===== config.mk =====
export PLATFORM = sky130hd
export DESIGN_NAME = muldiv_unit
export DESIGN_NICKNAME = d
export VERILOG_FILES = /design/src/rtl/muldiv_unit.sv
export SDC_FILE = /design/constraint.sdc
export NUM_CORES = 1
export LEC_CHECK = 0
export ABC_CLOCK_PERIOD_IN_PS = 18400
export CORE_MARGIN = 2
export CORE_UTILIZATION = 55
export DETAILED_ROUTE_END_ITERATION = 8
export GPL_TIMING_DRIVEN = 1
export HOLD_SLACK_MARGIN = 0.15
export PLACE_DENSITY = 0.73
export SKIP_CTS_REPAIR_TIMING = 1
export SLEW_MARGIN = 20
export SYNTH_ARGS = -nofsm -noshare
export SYNTH_HDL_FRONTEND = slang
export SYNTH_SLANG_ARGS = --single-unit

===== constraint.sdc =====
create_clock -name clock -period 18.4 [get_ports clock]
set_clock_uncertainty 0.2 [all_clocks]
set_input_delay 5.52 -clock clock [delete_from_list [all_inputs] [get_ports clock]]
set_output_delay 5.52 -clock clock [all_outputs]
set_load 0.01 [all_outputs]

===== src/rtl/muldiv_unit.sv =====
//==============================================================================
// Module      : muldiv_unit
// Description : Iterative RV32M multiply/divide execute unit. A shift-add
//               multiplier and a restoring divider share one operand register
//               pair and one step counter. Operations take 34 cycles from
//               accept to writeback. Divide-by-zero and signed overflow take a
//               one-cycle fast path.
// Revision    : 1.0 - initial release
//------------------------------------------------------------------------------
// Ports:
//   clock     in   system clock, rising-edge
//   reset     in   asynchronous active-high reset
//   start     in   request, accepted only while busy is low
//   funct3    in   [2:0] RV32M operation select
//   operandA  in   [XLEN-1:0] rs1 value
//   operandB  in   [XLEN-1:0] rs2 value
//   rdIn      in   [4:0] destination register index
//   busy      out  high from the accept edge until done drops
//   done      out  one-cycle result-valid pulse
//   result    out  [XLEN-1:0] computed value, held until next done
//   rdOut     out  [4:0] destination index latched at accept
//   rWrite    out  register-file write strobe (same as done)
//==============================================================================
`default_nettype none

module muldiv_unit #(
   parameter int XLEN = 32,
   parameter int ITER = 32
) (
   input  logic            clock,
   input  logic            reset,
   input  logic            start,
   input  logic [2:0]      funct3,
   input  logic [XLEN-1:0] operandA,
   input  logic [XLEN-1:0] operandB,
   input  logic [4:0]      rdIn,
   output logic            busy,
   output logic            done,
   output logic [XLEN-1:0] result,
   output logic [4:0]      rdOut,
   output logic            rWrite
);

   localparam int            CW        = $clog2(ITER);
   localparam logic [CW-1:0] c_last    = CW'(ITER - 1);

   localparam logic [2:0]    S_IDLE    = 3'd0;
   localparam logic [2:0]    S_MUL     = 3'd1;
   localparam logic [2:0]    S_DIV     = 3'd2;
   localparam logic [2:0]    S_FIX     = 3'd3;
   localparam logic [2:0]    S_DONE    = 3'd4;

   localparam logic [XLEN-1:0] c_int_min = {1'b1, {(XLEN-1){1'b0}}};

   logic [2:0]      r_state;
   logic [2:0]      w_next_state;
   logic [CW-1:0]   r_count;
   logic [2:0]      r_funct3;
   logic            r_neg;
   // r_hi/r_lo hold the 64-bit product for multiplies and the
   // remainder/quotient pair for divides; r_mcand is multiplicand or divisor.
   logic [XLEN-1:0] r_hi;
   logic [XLEN-1:0] r_lo;
   logic [XLEN-1:0] r_mcand;

   //---------------------------------------------------------------------------
   // Accept-time operand decode
   //---------------------------------------------------------------------------
   logic            w_accept;
   logic            w_a_signed;
   logic            w_b_signed;
   logic            w_a_neg;
   logic            w_b_neg;
   logic [XLEN-1:0] w_a_mag;
   logic [XLEN-1:0] w_b_mag;
   logic            w_div_zero;
   logic            w_div_ovf;
   logic            w_special;
   logic [XLEN-1:0] w_special_val;
   logic            w_neg_result;

   assign w_accept   = start && (r_state == S_IDLE);
   // MULH and DIV/REM treat both operands as signed; MULHSU only rs1.
   assign w_a_signed = (funct3 == 3'b001) || (funct3 == 3'b010) ||
                       (funct3[2] && !funct3[0]);
   assign w_b_signed = (funct3 == 3'b001) || (funct3[2] && !funct3[0]);
   assign w_a_neg    = w_a_signed && operandA[XLEN-1];
   assign w_b_neg    = w_b_signed && operandB[XLEN-1];
   assign w_a_mag    = w_a_neg ? (~operandA + 1'b1) : operandA;
   assign w_b_mag    = w_b_neg ? (~operandB + 1'b1) : operandB;

   assign w_div_zero = funct3[2] && (operandB == '0);
   assign w_div_ovf  = funct3[2] && !funct3[0] &&
                       (operandA == c_int_min) && (operandB == '1);
   assign w_special  = w_div_zero || w_div_ovf;
   // Overflow quotient is INT_MIN, which is operandA itself.
   assign w_special_val = w_div_zero ? (funct3[1] ? operandA : '1)
                                     : (funct3[1] ? '0 : operandA);
   // Remainder follows the dividend sign; all other results follow the
   // product of signs (unsigned operands never report negative).
   assign w_neg_result = (funct3[2] && funct3[1]) ? w_a_neg : (w_a_neg ^ w_b_neg);

   //---------------------------------------------------------------------------
   // Iteration datapath
   //---------------------------------------------------------------------------
   logic [XLEN:0]     w_mul_sum;
   logic [XLEN:0]     w_div_shift;
   logic [XLEN:0]     w_div_diff;
   logic              w_div_ge;
   logic [2*XLEN-1:0] w_prod;
   logic [2*XLEN-1:0] w_prod_c;
   logic [XLEN-1:0]   w_div_sel;
   logic [XLEN-1:0]   w_div_c;
   logic [XLEN-1:0]   w_fix_val;

   assign w_mul_sum   = {1'b0, r_hi} + (r_lo[0] ? {1'b0, r_mcand} : '0);
   assign w_div_shift = {r_hi, r_lo[XLEN-1]};
   assign w_div_diff  = w_div_shift - {1'b0, r_mcand};
   assign w_div_ge    = (w_div_shift >= {1'b0, r_mcand});

   assign w_prod      = {r_hi, r_lo};
   assign w_prod_c    = r_neg ? (~w_prod + 1'b1) : w_prod;
   assign w_div_sel   = r_funct3[1] ? r_hi : r_lo;
   assign w_div_c     = r_neg ? (~w_div_sel + 1'b1) : w_div_sel;
   assign w_fix_val   = r_funct3[2]             ? w_div_c :
                        (r_funct3[1:0] == 2'b00) ? w_prod_c[XLEN-1:0]
                                                 : w_prod_c[2*XLEN-1:XLEN];

   //---------------------------------------------------------------------------
   // FSM: state register
   //---------------------------------------------------------------------------
   always_ff @(posedge clock or posedge reset) begin
      if (reset) begin
         r_state <= S_IDLE;
      end else begin
         r_state <= w_next_state;
      end
   end

   //---------------------------------------------------------------------------
   // FSM: next-state logic
   //---------------------------------------------------------------------------
   always_comb begin
      w_next_state = r_state;
      case (r_state)
         S_IDLE: begin
            if (w_accept) begin
               if (w_special)      w_next_state = S_DONE;
               else if (funct3[2]) w_next_state = S_DIV;
               else                w_next_state = S_MUL;
            end
         end
         S_MUL:   if (r_count == c_last) w_next_state = S_FIX;
         S_DIV:   if (r_count == c_last) w_next_state = S_FIX;
         S_FIX:   w_next_state = S_DONE;
         S_DONE:  w_next_state = S_IDLE;
         default: w_next_state = S_IDLE;
      endcase
   end

   //---------------------------------------------------------------------------
   // FSM: outputs
   //---------------------------------------------------------------------------
   always_comb begin
      busy   = (r_state != S_IDLE);
      done   = (r_state == S_DONE);
      rWrite = (r_state == S_DONE);
   end

   //---------------------------------------------------------------------------
   // Datapath registers
   //---------------------------------------------------------------------------
   always_ff @(posedge clock or posedge reset) begin
      if (reset) begin
         r_count  <= '0;
         r_funct3 <= '0;
         r_neg    <= 1'b0;
         r_hi     <= '0;
         r_lo     <= '0;
         r_mcand  <= '0;
         result   <= '0;
         rdOut    <= '0;
      end else begin
         case (r_state)
            S_IDLE: begin
               if (w_accept) begin
                  r_count  <= '0;
                  r_funct3 <= funct3;
                  r_neg    <= w_neg_result;
                  r_hi     <= '0;
                  r_lo     <= w_a_mag;
                  r_mcand  <= w_b_mag;
                  rdOut    <= rdIn;
                  if (w_special) begin
                     result <= w_special_val;
                  end
               end
            end
            S_MUL: begin
               {r_hi, r_lo} <= {w_mul_sum, r_lo[XLEN-1:1]};
               r_count      <= r_count + 1'b1;
            end
            S_DIV: begin
               r_hi    <= w_div_ge ? w_div_diff[XLEN-1:0] : w_div_shift[XLEN-1:0];
               r_lo    <= {r_lo[XLEN-2:0], w_div_ge};
               r_count <= r_count + 1'b1;
            end
            S_FIX: begin
               result <= w_fix_val;
            end
            default: ;
         endcase
      end
   end

endmodule

`default_nettype wire

# Word-level counts from Yosys, hierarchy flattened
# Index checks and enable logic that the tools add are counted.
# word_totals
regBits,145
inputBits,75
out_inout_bits,40
# classes
n_addsub,7
n_lt_le_gt_ge,1
n_eq_ne,12
mux,27
n_bitwise,5
n_reduce_logical,26
# op_table
operator,count
32-bit two-way mux,15
32-bit one-hot mux with 3 select lines,2
"32-bit by 1-bit adder with 32-bit output, second input constant",3
32-bit NOT,3
"64-bit by 1-bit adder with 64-bit output, second input constant",1
"32-bit equality test, second input constant",2
64-bit two-way mux,1
64-bit NOT,1
32-bit one-hot mux with 2 select lines,1
32-bit by 32-bit adder with 33-bit output,1
33-bit by 32-bit greater-or-equal comparator with 1-bit output,1
32-bit zero test,1
32-bit subtractor,1
5-bit one-hot mux with 2 select lines,1
"3-bit by 2-bit equality test with 1-bit output, second input constant",3
3-bit two-way mux,3
3-bit one-hot mux with 3 select lines,1
1-bit logical AND,8
2-bit AND reduction,4
"3-bit by 1-bit equality test with 1-bit output, second input constant",2
3-bit nonzero test,2
"5-bit by 1-bit adder with 5-bit output, second input constant",1
"5-bit equality test, second input constant",1
5-bit two-way mux,1
other kinds (13),18

# Logic depth before layout (Yosys ltp)
# Gate-level depths: netlist of run 1.
# logic_depth
depth_word,8
depth_mapped,16
depth_no_buf,13

# Least setup slack after synthesis of run 1
# No wires, ideal clock.
# synth_path
kind,input to register
startpoint,in operandB[12]
endpoint,reg result[2]
setup_time_ps,87
arrival_time_ps,7954
required_time_ps,18113
slack_ps,10159
stages,10
path_buffers,2
path_cell_list,nor4_1 or4b_2 nor4_2 and4b_1 buf_2 buf_1 nand2_1 a211oi_1 a21oi_1 o211ai_1
# synth_via
elab_chain_len,6
word_cells_on_any_way,11
cone_classes,eq/ne: 2; mux: 4; reduce/logical: 5
# synth_rtl
item,line,text
start: declaration,35,"input logic [XLEN-1:0] operandB,"
32-bit zero test,92,assign w_div_zero = funct3[2] && (operandB == '0);
1-bit logical AND,92,
32-bit two-way mux,97,assign w_special_val = w_div_zero ? (funct3[1] ? operandA : '1)
32-bit two-way mux,194,if (w_special) begin
32-bit two-way mux,186,if (w_accept) begin
32-bit one-hot mux with 2 select lines,184,case (r_state)
end signal: assignment,195,result <= w_special_val;
end signal: assignment,209,result <= w_fix_val;
end: declaration,39,"output logic [XLEN-1:0] result,"
# Parallel ways exist; a longest one is shown, timed or not. The select of a mux whose other input is x is not followed.
# A chain may end at the register's enable or synchronous reset.

# Worst setup path after layout of run 1
# layout_path
startpoint,in operandB[12]
endpoint,reg result[13]
# The elaborated chain is that of the path after synthesis.

==> results of run 1 <==
==> cell type report <==
class / instances / area (um^2) / share of cell area
Multi-Input combinational cell: 1648 / 10720 / 0.6346
Sequential cell: 145 / 3631 / 0.2149
Timing Repair Buffer: 133 / 1284 / 0.07598
Clock buffer: 20 / 446.7 / 0.02644
Tap cell: 341 / 426.7 / 0.02525
Inverter: 74 / 282.8 / 0.01674
Clock inverter: 12 / 100.1 / 0.005924
Antenna cell: 1 / 2.502 / 0.0001481
==> per-stage QoR <==
| stage | instances | util | setup slack, ns | cell area, um^2 |
|---|---|---|---|---|
| after floorplan | 2026 | - | 8.785 | 15200 |
| after CTS | 2373 | 0.6251 | 8.936 | 16890 |
| after detailed placement | 2341 | 0.6049 | 8.499 | 16350 |
| final | 2374 | 0.6252 | 8.876 | 16900 |
| after global routing | 2373 | 0.6251 | 8.666 | 16890 |
| after global placement | 2341 | 0.6049 | 8.648 | 16350 |
==> power by group through the flow <==
stage | registers (mW) | logic [mW] | clock network (mW)
after floorplan | 0.562 | 1.59 | 0
after global placement | 0.691 | 1.97 | 0
after detailed placement | 0.698 | 2.01 | 0
after CTS | 0.693 | 2.02 | 0.339
after global routing | 0.723 | 2.26 | 0.353
final | 0.701 | 2.05 | 0.338
==> synth_stat cells (all sizes together), types with 13 or more instances <==
cell | count | area, um^2
nand2 | 218 | 818.3
nand3 | 33 | 165.2
xor2 | 76 | 665.6
dfrtp | 145 | 3628
inv | 74 | 277.8
a22oi | 19 | 142.6
or4 | 14 | 120.1
nor3 | 43 | 215.2
a211oi | 27 | 202.7
a21oi | 168 | 840.8
nor2 | 199 | 747.0
nand4 | 23 | 143.9
or3 | 26 | 167.7
clkbuf | 132 | 499.2
nor2b | 13 | 81.33
nand2b | 16 | 100.1
o21ai | 178 | 894.6
ha | 71 | 888.4
mux2 | 15 | 168.9
xnor2 | 119 | 1042
a31oi | 24 | 150.1
o41ai | 17 | 171.4
buf | 27 | 128.9
o31ai | 36 | 275.3
a221oi | 15 | 131.4
nor4 | 15 | 100.1
o21bai | 17 | 127.6
a21o | 27 | 202.7
o211ai | 17 | 127.6
mux2i | 59 | 590.6
a222oi | 24 | 240.2
==> worst max-delay path by stage <==
stage | from | to | slack [ns]
after global routing | operandB[12] | result[13] | 8.67
after detailed placement | operandB[12] | result[13] | 8.50
after global placement | operandB[12] | result[11] | 8.65
after CTS | operandB[12] | result[13] | 8.94
final | operandB[12] | result[13] | 8.88
after floorplan | reset | r_count[0] | 8.79
==> layout by cell type (no fill, tap or decap), drive strengths merged, types with 16 or more instances in the layout <==
cell	netlist	routed
a211oi	27	27
a21o	27	27
a21oi	168	168
a222oi	24	24
a22oi	19	19
a31oi	24	24
buf	27	19
clkbuf	132	20
clkdlybuf4s50	0	114
dfrtp	145	145
ha	71	71
inv	74	79
mux2i	59	59
nand2	218	218
nand2b	16	16
nand3	33	33
nand4	23	23
nor2	199	199
nor3	43	43
o211ai	17	17
o21ai	178	178
o21bai	17	17
o31ai	36	36
o41ai	17	17
or3	26	26
xnor2	119	119
xor2	76	76
==> registers in the layout, summed over array words and instances, names as in the netlist <==
name and cells:
r_hi 32, r_lo 32, r_mcand 32, result 32, r_count 5, rdOut 5, r_funct3 3, r_state 3
r_neg 1
==> kinds of logic (layout without fill, tap and decap cells) <==
group | after synthesis | count (layout) | synth area share
other | 0 | 1 | 0
DFF | 145 | 145 | 0.2386
AOI/OAI and AO/OA | 649 | 649 | 0.2759
buffers and inverters | 233 | 239 | 0.05958
adders and majority gates | 73 | 73 | 0.06106
and+or+nand+nor | 657 | 657 | 0.2025
muxes | 74 | 74 | 0.04995
xor gates and xnor gates | 195 | 195 | 0.1123
==> metal layers <==
| layer | wire length, um | up-vias |
|---|---|---|
| li1 | - | 7361 |
| met1 | 20450 | 7145 |
| met2 | 22260 | 797 |
| met3 | 4153 | 93 |
| met4 | 1590 | 0 |
| met5 | 0 | - |
==> results.md, run 1 <==
- Met2 usage: 0.5505
- Fillers: 2,494
- Final wirelength: 48,460 um
- Hold path depth: 1
- Hold WS: 0.2764 ns
- Initial Utilization: 0.5626
- Core Region: 27,030 um^2
- Worst Path Buf+Inv: 4
- Die X: 170.3 um
- Reg2reg start: r_lo[0]
- Slew @ Worst Pin: 1.073 ns
- Avg WL per Cell: 20.41 um
- Delay-heaviest family, CP: simple AND/OR/NAND/NOR gates
- Setup Viol. Count Final: 0
- Post-synth ARST share: 1.000
- Synth Net Count: 2,174
- CP required: 18.54 ns
- Fin nets: 2,167
- DIE AREA: 28,990 um^2
- CP max stage cell: or4b_2
- Longest Clk Path Bufs: 2
- GR Util met1: 0.4494
- Status: completed
- Slew margin rel.: 0.2820
- Reg2reg setup slack: 13.37 ns
- Worst-path clk slew: 0.07 ns
- F_max: 0.1050 GHz
- Initial detailed-routing violation count: 1,954
- H-Tree Depth: 4
- Pwr per Cell Area: 183.0 nW/um^2
- Ratio of final minimum period to clock period: 0.5176
- Net Sw Frac: 0.5203
- Net Sw Power: 1.609 mW
- DP HPWL: 36,010 um
- Worst EP arrival: 9.66 ns
- P&R area growth vs syn: 11.13%
- Largest net degree at the start of global routing: 103
- Iteration count of the initial detailed-routing pass: 7
- Crit path max fanout: 65
- # Max-Cap Violations: 0
- Overflow after GRT: 0
- CTS Sinks: 145
- CTS tree: yes
- TritonCTS buffer count: 17
- Die span in y: 170.3 um
- Power Total: 3.092 mW
- Slew Viols, Final: 0
- Global Route met3 Usage: 0.03674
- Crit path launch type: primary input
- Routed Antenna Nets: 0
- Logic pwr share: 0.664
- Ports: 115
- FF-to-FF End: result[16]
- WS Path Type: in2reg
- Setup TNS: 0 ns
- Clock share of power: 0.109
- Worst Setup End Kind: register
- Yosys reg bits: 145
- PortBufs: 114
- RePlAce Congestion: 0.9655
- Ys flop type: dfrtp_1
- Post-synth EDFFs: 0
- Period minus WS final: 9.524 ns
- Worst path most repeated cell: buf_4
- Synth cell types: 81
- Initial antenna violation count: 0
- Final Hold Vio Count: 0
- Peak supply drop: 0.08314 mV
- Layout cells sized above 1: 0.05118
- Power Internal: 1.483 mW
- Worst path max stage delay: 0.69 ns
- Seq/Total Area, Yosys: 0.2386
- Pleak: 7.032 nW
- Hold Startpoint: result[20]
- Worst min path class: reg2reg
- Gr busiest metal: met2
- Total number of vias: 15,400
- Worst reg-to-reg path cell count: 11
- Worst-path cell chain: clkdlybuf4s50_1 -> nor4_1 -> or4b_2 -> nor4_2 -> and4b_2 -> buf_4 -> o21bai_1 -> a21oi_4 -> buf_4 -> inv_1 -> nor2_1 -> a311oi_1
- Syn Inst Count: 2,026
- Levels on crit path: 12
- DR vias/cell: 6.485
- Std-Cell Rows: 60
- Global-route wire length before repair: 76,620 um
- Avg Cell Area, Syn: 7.505 um^2
- Synthesis Warnings: 0
- Sequential Power Share: 0.227
- GRT Overall Usage: 0.3337
- Root Driver: clkbuf_16
- # DRC: 0
- Synthesized area: 15,200 um^2
- RSZ-0062 raised after global routing: no
- Clock insertion delay at the later pin of the skew report: 0.44 ns
- WHS Endpoint: result[20]
- Vias in the first global route: 14,200
(Power assumes the default switching activity.)
==> run 2: changes to the inputs <==
Settings changed: ABC_CLOCK_PERIOD_IN_PS 18400 to 9300.
Clock period 18.4 ns to 9.3 ns, I/O delays scaled along.
==> run 2 against run 1 <==
Combinational power up 98%. Final cell count shrank 0.13%. Clock power grew 120%. Non-clock buffer count stayed put. First-iteration DRC count decreased by 14%. Sequential power increased by 98%. Critical path type unchanged. Critical endpoint is now result[11]. Largest power group unchanged.
==> results.md, run 2 (synthesis gave the netlist of run 1 again) <==
- TritonCTS buffer count: 17 (unchanged)
- Initial Utilization: 0.5626 (unchanged)
- Initial antenna violation count: 0 (unchanged)
- Crit path launch type: primary input (unchanged)
- Pleak: 7.072 nW (was 7.032 nW)
- Root Driver: clkbuf_16 (unchanged)
- Peak supply drop: 0.1670 mV (was 0.08314 mV)
- Final Hold Vio Count: 0 (unchanged)
- RSZ-0062 raised after global routing: no (unchanged)
- CTS Sinks: 145 (unchanged)
- Layout cells sized above 1: 0.05123 (was 0.05118)
- Worst EP arrival: 6.91 ns (was 9.66 ns)
- Setup TNS: 0 ns (unchanged)
- Register Area: 3631 um^2 (unchanged)
- Die X: 170.3 um (unchanged)
- Setup Viol. Count Final: 0 (unchanged)
- Fin nets: 2,167 (unchanged)
- GRT Overall Usage: 0.3347 (was 0.3337)
- Diode count: 0 (was 1)
- Routed Antenna Nets: 0 (unchanged)
- F_max: 0.1468 GHz
- DP HPWL: 36,020 um (was 36,010 um)
- # DRC: 0 (unchanged)
- Worst path most repeated cell: buf_4 (unchanged)
- Longest Clk Path Bufs: 2 (unchanged)
- # Max-Cap Violations: 0 (unchanged)
- WS Path Type: in2reg (unchanged)
- Worst Setup End Kind: register (unchanged)
- CP max stage cell: or4b_2 (unchanged)
- DIE AREA: 28,990 um^2 (unchanged)
- H-Tree Depth: 4 (unchanged)
- Pwr per Cell Area: 365.1 nW/um^2 (was 183.0 nW/um^2)
- Ports: 115 (unchanged)
- Core Region: 27,030 um^2 (unchanged)
- Final core occ: 0.6276 (was 0.6252)
- Worst-path clk slew: 0.06 ns (was 0.07 ns)
- Avg WL per Cell: 20.39 um (was 20.41 um)
- Clock insertion delay at the later pin of the skew report: 0.45 ns (was 0.44 ns)
- Initial detailed-routing violation count: 1,682 (was 1,954)
- Largest net degree at the start of global routing: 94 (was 103)
- Crit path max fanout: 65 (unchanged)
- CTS tree: yes (unchanged)
- Status: completed (unchanged)
- DR vias/cell: 6.493 (was 6.485)
- Vias in the first global route: 14,250 (was 14,200)
- P&R area growth vs syn: 11.55% (was 11.13%)
- Area of the multi-input gates: 10,720 um^2 (unchanged)
- Total number of vias: 15,390 (was 15,400)
- PortBufs: 114 (unchanged)
- Ratio of final minimum period to clock period: 0.7325
- Reg2reg setup slack: 4.35 ns (was 13.37 ns)
- Fillers: 2,443 (was 2,494)
- Overflow after GRT: 0 (unchanged)
- Commonest non-fill, non-tap cell in the layout: nand2_1 (unchanged)
- Commonest non-fill, non-tap cells in the layout: 218 x nand2_1, 197 x nor2_1, 171 x o21ai_0 (unchanged)
- Slew margin rel.: 0.3063 (was 0.2820)
- Std-Cell Rows: 60 (unchanged)
- CP required: 9.40 ns (was 18.54 ns)
- RePlAce Congestion: 0.9805 (was 0.9655)
- Die span in y: 170.3 um (unchanged)
- Iteration count of the initial detailed-routing pass: 6 (was 7)
- Final wirelength: 48,340 um (was 48,460 um)
- Global-route wire length before repair: 76,600 um (was 76,620 um)
- Worst path max stage delay: 0.69 ns (about the same)
- Period minus WS final: 6.812 ns
- Worst min path class: reg2reg (unchanged)
- Worst-path cell chain: clkdlybuf4s50_1 -> nor4_1 -> or4b_2 -> nor4_2 -> and4b_2 -> buf_4 -> o21bai_1 -> a21oi_4 -> buf_4 -> a221oi_1 -> o21ai_0 (was clkdlybuf4s50_1 -> nor4_1 -> or4b_2 -> nor4_2 -> and4b_2 -> buf_4 -> o21bai_1 -> a21oi_4 -> buf_4 -> inv_1 -> nor2_1 -> a311oi_1)
- Slew @ Worst Pin: 1.039 ns (was 1.073 ns)
- Slew Viols, Final: 0 (unchanged)
- Power Total: 6.193 mW (was 3.092 mW)
- Hold WS: 0.2752 ns (was 0.2764 ns)
[run 2: cell types whose count changed in the layout (fill, tap and decap cells not counted), sizes merged]
cell      change
bufinv        +4
inv           -4
clkbuf        -3
clkinv        +3
clkinvlp      -2
diode         -1
[run 2: area by class of cell]
class / instances / share of cell area
Clock inverter: 13 / 0.01114
Tap cell: 341 / 0.02515
Multi-Input combinational cell: 1648 / 0.6322
Timing Repair Buffer: 133 / 0.07569
Clock buffer: 17 / 0.02508
Inverter: 74 / 0.01667
Sequential cell: 145 / 0.2141
[run 2: final timing paths]
path	start	endpoint	cells after the start
setup / recovery	operandB[12]	result[11]	11
setup reg to reg	r_lo[0]	result[28]	10
min in group asynchronous	reset	result[3]	2
hold reg to reg	result[14]	result[14]	2
hold / removal	result[14]	result[14]	2
max in group asynchronous	reset	r_mcand[17]	3
[run 2: power breakdown]
part | switching (mW) | internal [mW] | leakage (nW)
Combinational | 2.39 | 1.66 | 5.00
Sequential | 0.471 | 0.916 | 1.78
Clock | 0.303 | 0.447 | 0.295
Total | 3.16 | 3.03 | 7.07
[run 2: worst max-delay path, delay by kind of cell]
family | cells | cell delay [ns]
compound gates | 4 | 0.88
buf+inv | 3 | 1.32
simple gates | 4 | 1.85
[run 2: layer usage]
metal	up-vias	routed length [um]	global-route usage
li1	7345	-	-
met1	7205	20690	0.4505
met2	742	22150	0.5527
met3	102	3752	0.03442
met4	0	1752	0.1323
met5	-	0	0
[run 2: metrics by stage]
step                      cells  cell area [um^2]  worst slack, ns
after floorplan            2026             15200            2.415
after global placement     2341             16350            2.276
after detailed placement   2341             16350            2.135
after CTS                  2371             16960            2.590
after global routing       2371             16960            2.227
final                      2371             16960            2.488
==> run 3: changes to the inputs <==
Settings changed: ABC_CLOCK_PERIOD_IN_PS 9300 to 5900, PLACE_DENSITY 0.73 to 0.76.
Clock period 9.3 ns to 5.9 ns, I/O delays scaled along.
==> run 3 against run 2 <==
Final cell count is 0.38% higher. Sequential cell count stayed put. First-iteration DRC count is 2.5% higher. Sequential share of layout area is 0.058 points lower. Non-clock buffer count is 7 higher. Utilization is 0.17 points higher. Setup slack worse by 1.8 ns. Largest power group unchanged. Routed wire length is 3.6% higher. Power is 58% higher. Final area is 0.27% higher. Critical endpoint is now result[13].
==> results.md, run 3 (synthesis gave the netlist of run 1 again) <==
- Status: completed (unchanged)
- Pleak: 7.101 nW (was 7.072 nW)
- Fin cells: 2,380 (was 2,371)
- Ratio of final minimum period to clock period: 0.8896
- Initial Utilization: 0.5626 (unchanged)
- Final wirelength: 50,070 um (was 48,340 um)
- CP required: 6.04 ns (was 9.40 ns)
- Avg WL per Cell: 21.04 um (was 20.39 um)
- PortBufs: 114 (unchanged)
- Setup TNS: 0 ns (unchanged)
- Period minus WS final: 5.249 ns
- Initial antenna violation count: 0 (unchanged)
- Die X: 170.3 um (unchanged)
- TritonCTS buffer count: 17 (unchanged)
- CTS Sinks: 145 (unchanged)
- Worst Setup End Kind: register (unchanged)
- Final core occ: 0.6293 (was 0.6276)
- Routed Antenna Nets: 0 (unchanged)
- Layout cells sized above 1: 0.05542 (was 0.05123)
- Die span in y: 170.3 um (unchanged)
- Setup Viol. Count Final: 0 (unchanged)
- Std-Cell Rows: 60 (unchanged)
- Diode count: 0 (unchanged)
- Global-route wire length before repair: 78,540 um (was 76,600 um)
- Crit path max fanout: 34 (was 65)
- CTS tree: yes (unchanged)
- Longest Clk Path Bufs: 2 (unchanged)
- Logic pwr share: 0.652 (was 0.655)
- Pwr per Cell Area: 576.2 nW/um^2 (was 365.1 nW/um^2)
- Fin nets: 2,174 (was 2,167)
- Root Driver: clkbuf_16 (unchanged)
- DR vias/cell: 6.551 (was 6.493)
- Worst path max stage delay: 0.68 ns (was 0.69 ns)
- WS Path Type: in2reg (unchanged)
- Final Hold Vio Count: 0 (unchanged)
- Worst EP arrival: 5.38 ns (was 6.91 ns)
- Sequential Power Share: 0.231 (was 0.224)
- Worst-path cell chain: clkdlybuf4s50_1 -> nor4_1 -> or4b_2 -> nor4_2 -> and4b_2 -> o21bai_1 -> a21oi_4 -> inv_1 -> nor2_1 -> a311oi_1 (was clkdlybuf4s50_1 -> nor4_1 -> or4b_2 -> nor4_2 -> and4b_2 -> buf_4 -> o21bai_1 -> a21oi_4 -> buf_4 -> a221oi_1 -> o21ai_0)
- Clock insertion delay at the later pin of the skew report: 0.44 ns (was 0.45 ns)
- Net Sw Frac: 0.5190 (was 0.5111)
- P&R area growth vs syn: 11.86% (was 11.55%)
- CP max stage cell: or4b_2 (unchanged)
- Iteration count of the initial detailed-routing pass: 7 (was 6)
- Inst Count DP: 2,348 (was 2,341)
- Commonest non-fill, non-tap cells in the layout: 218 x nand2_1, 196 x nor2_1, 171 x o21ai_0 (was 218 x nand2_1, 197 x nor2_1, 171 x o21ai_0)
- Net Sw Power: 5.087 mW (was 3.165 mW)
- Power Internal: 4.713 mW (was 3.028 mW)
- Commonest non-fill, non-tap cell in the layout: nand2_1 (unchanged)
- Worst min path class: reg2reg (unchanged)
- Initial detailed-routing violation count: 1,724 (was 1,682)
- RePlAce Congestion: 0.9614 (was 0.9805)
- DP HPWL: 37,830 um (was 36,020 um)
- Worst-path clk slew: 0.07 ns (was 0.06 ns)
- Peak supply drop: 0.2954 mV (was 0.1670 mV)
- F_max: 0.1905 GHz
- DIE AREA: 28,990 um^2 (unchanged)
- Crit path launch type: primary input (unchanged)
- Overflow after GRT: 0 (unchanged)
- Total number of vias: 15,590 (was 15,390)
- Slew margin rel.: 0.2114 (was 0.3063)
- Vias in the first global route: 14,420 (was 14,250)
- H-Tree Depth: 4 (unchanged)
- Largest net degree at the start of global routing: 80 (was 94)
- RSZ-0062 raised after global routing: no (unchanged)
- Clock share of power: 0.116 (was 0.121)
- # DRC: 0 (unchanged)
- Slew @ Worst Pin: 1.183 ns (was 1.039 ns)
- Ports: 115 (unchanged)
- Slew Viols, Final: 0 (unchanged)
- GRT Overall Usage: 0.3436 (was 0.3347)
- Core Region: 27,030 um^2 (unchanged)
- # Max-Cap Violations: 0 (unchanged)
## run 3: cell count changes in the layout (fill, tap and decap cells not counted), sizes merged
cell	previous run	this run
bufinv	4	2
buf	19	26
inv	75	79
clkbuf	17	19
clkinv	6	4
## run 3: stage by stage
stage / hold slack [ns] / instance area, um^2 / power (mW) / setup WS (ns)
after floorplan: 0.2669 / 15200 / 6.722 / 0.03537
after global placement: 0.2612 / 16410 / 8.389 / 0.4198
after detailed placement: 0.2696 / 16410 / 8.514 / 0.2018
after CTS: 0.2831 / 17010 / 9.675 / 0.7139
after global routing: 0.3008 / 17010 / 10.55 / 0.4610
final: 0.2751 / 17010 / 9.800 / 0.6511
## run 3: power groups by stage
stage | registers, mW | logic, mW | clock network, mW
3_5_place_dp | 2.25 | 6.26 | 0
3_3_place_gp | 2.23 | 6.16 | 0
4_1_cts | 2.24 | 6.29 | 1.15
5_1_grt | 2.33 | 7.04 | 1.19
6_report | 2.27 | 6.39 | 1.14
2_1_floorplan | 1.75 | 4.97 | 0
## run 3: final timing paths
path,startpoint,end,slack [ns],depth (start not counted)
worst max-delay path,operandB[12],result[13],0.65,10
worst min-delay path,result[14],result[14],0.28,2
worst max register to register,r_hi[15],r_hi[27],1.38,12
worst min register to register,result[14],result[14],0.28,2
max in group asynchronous,reset,r_mcand[26],2.98,3
min in group asynchronous,reset,r_lo[2],1.66,2
## run 3: layout make-up
cell class | instances | area (um^2)
Clock inverter | 13 | 150.1
Sequential cell | 145 | 3631
Multi-Input combinational cell | 1648 | 10730
Fill cell | 2437 | 10020
Timing Repair Buffer | 140 | 1349
Clock buffer | 19 | 442.9
Tap cell | 341 | 426.7
Inverter | 74 | 282.8
## run 3: per-layer routing
| metal | global-route usage | vias to the layer above | routed length [um] |
|---|---|---|---|
| met4 | 0.1442 | 0 | 1982 |
| li1 | - | 7370 | - |
| met5 | 0 | - | 0 |
| met3 | 0.03535 | 108 | 3934 |
| met2 | 0.5640 | 793 | 23100 |
| met1 | 0.4619 | 7320 | 21040 |
## run 3: worst max-delay path: cells and delay by family
| kind | cells | cell delay, ns |
|---|---|---|
| buffers and inverters | 2 | 0.78 |
| AO/OA/AOI/OAI | 3 | 0.75 |
| AND/OR/NAND/NOR | 5 | 2.06 |
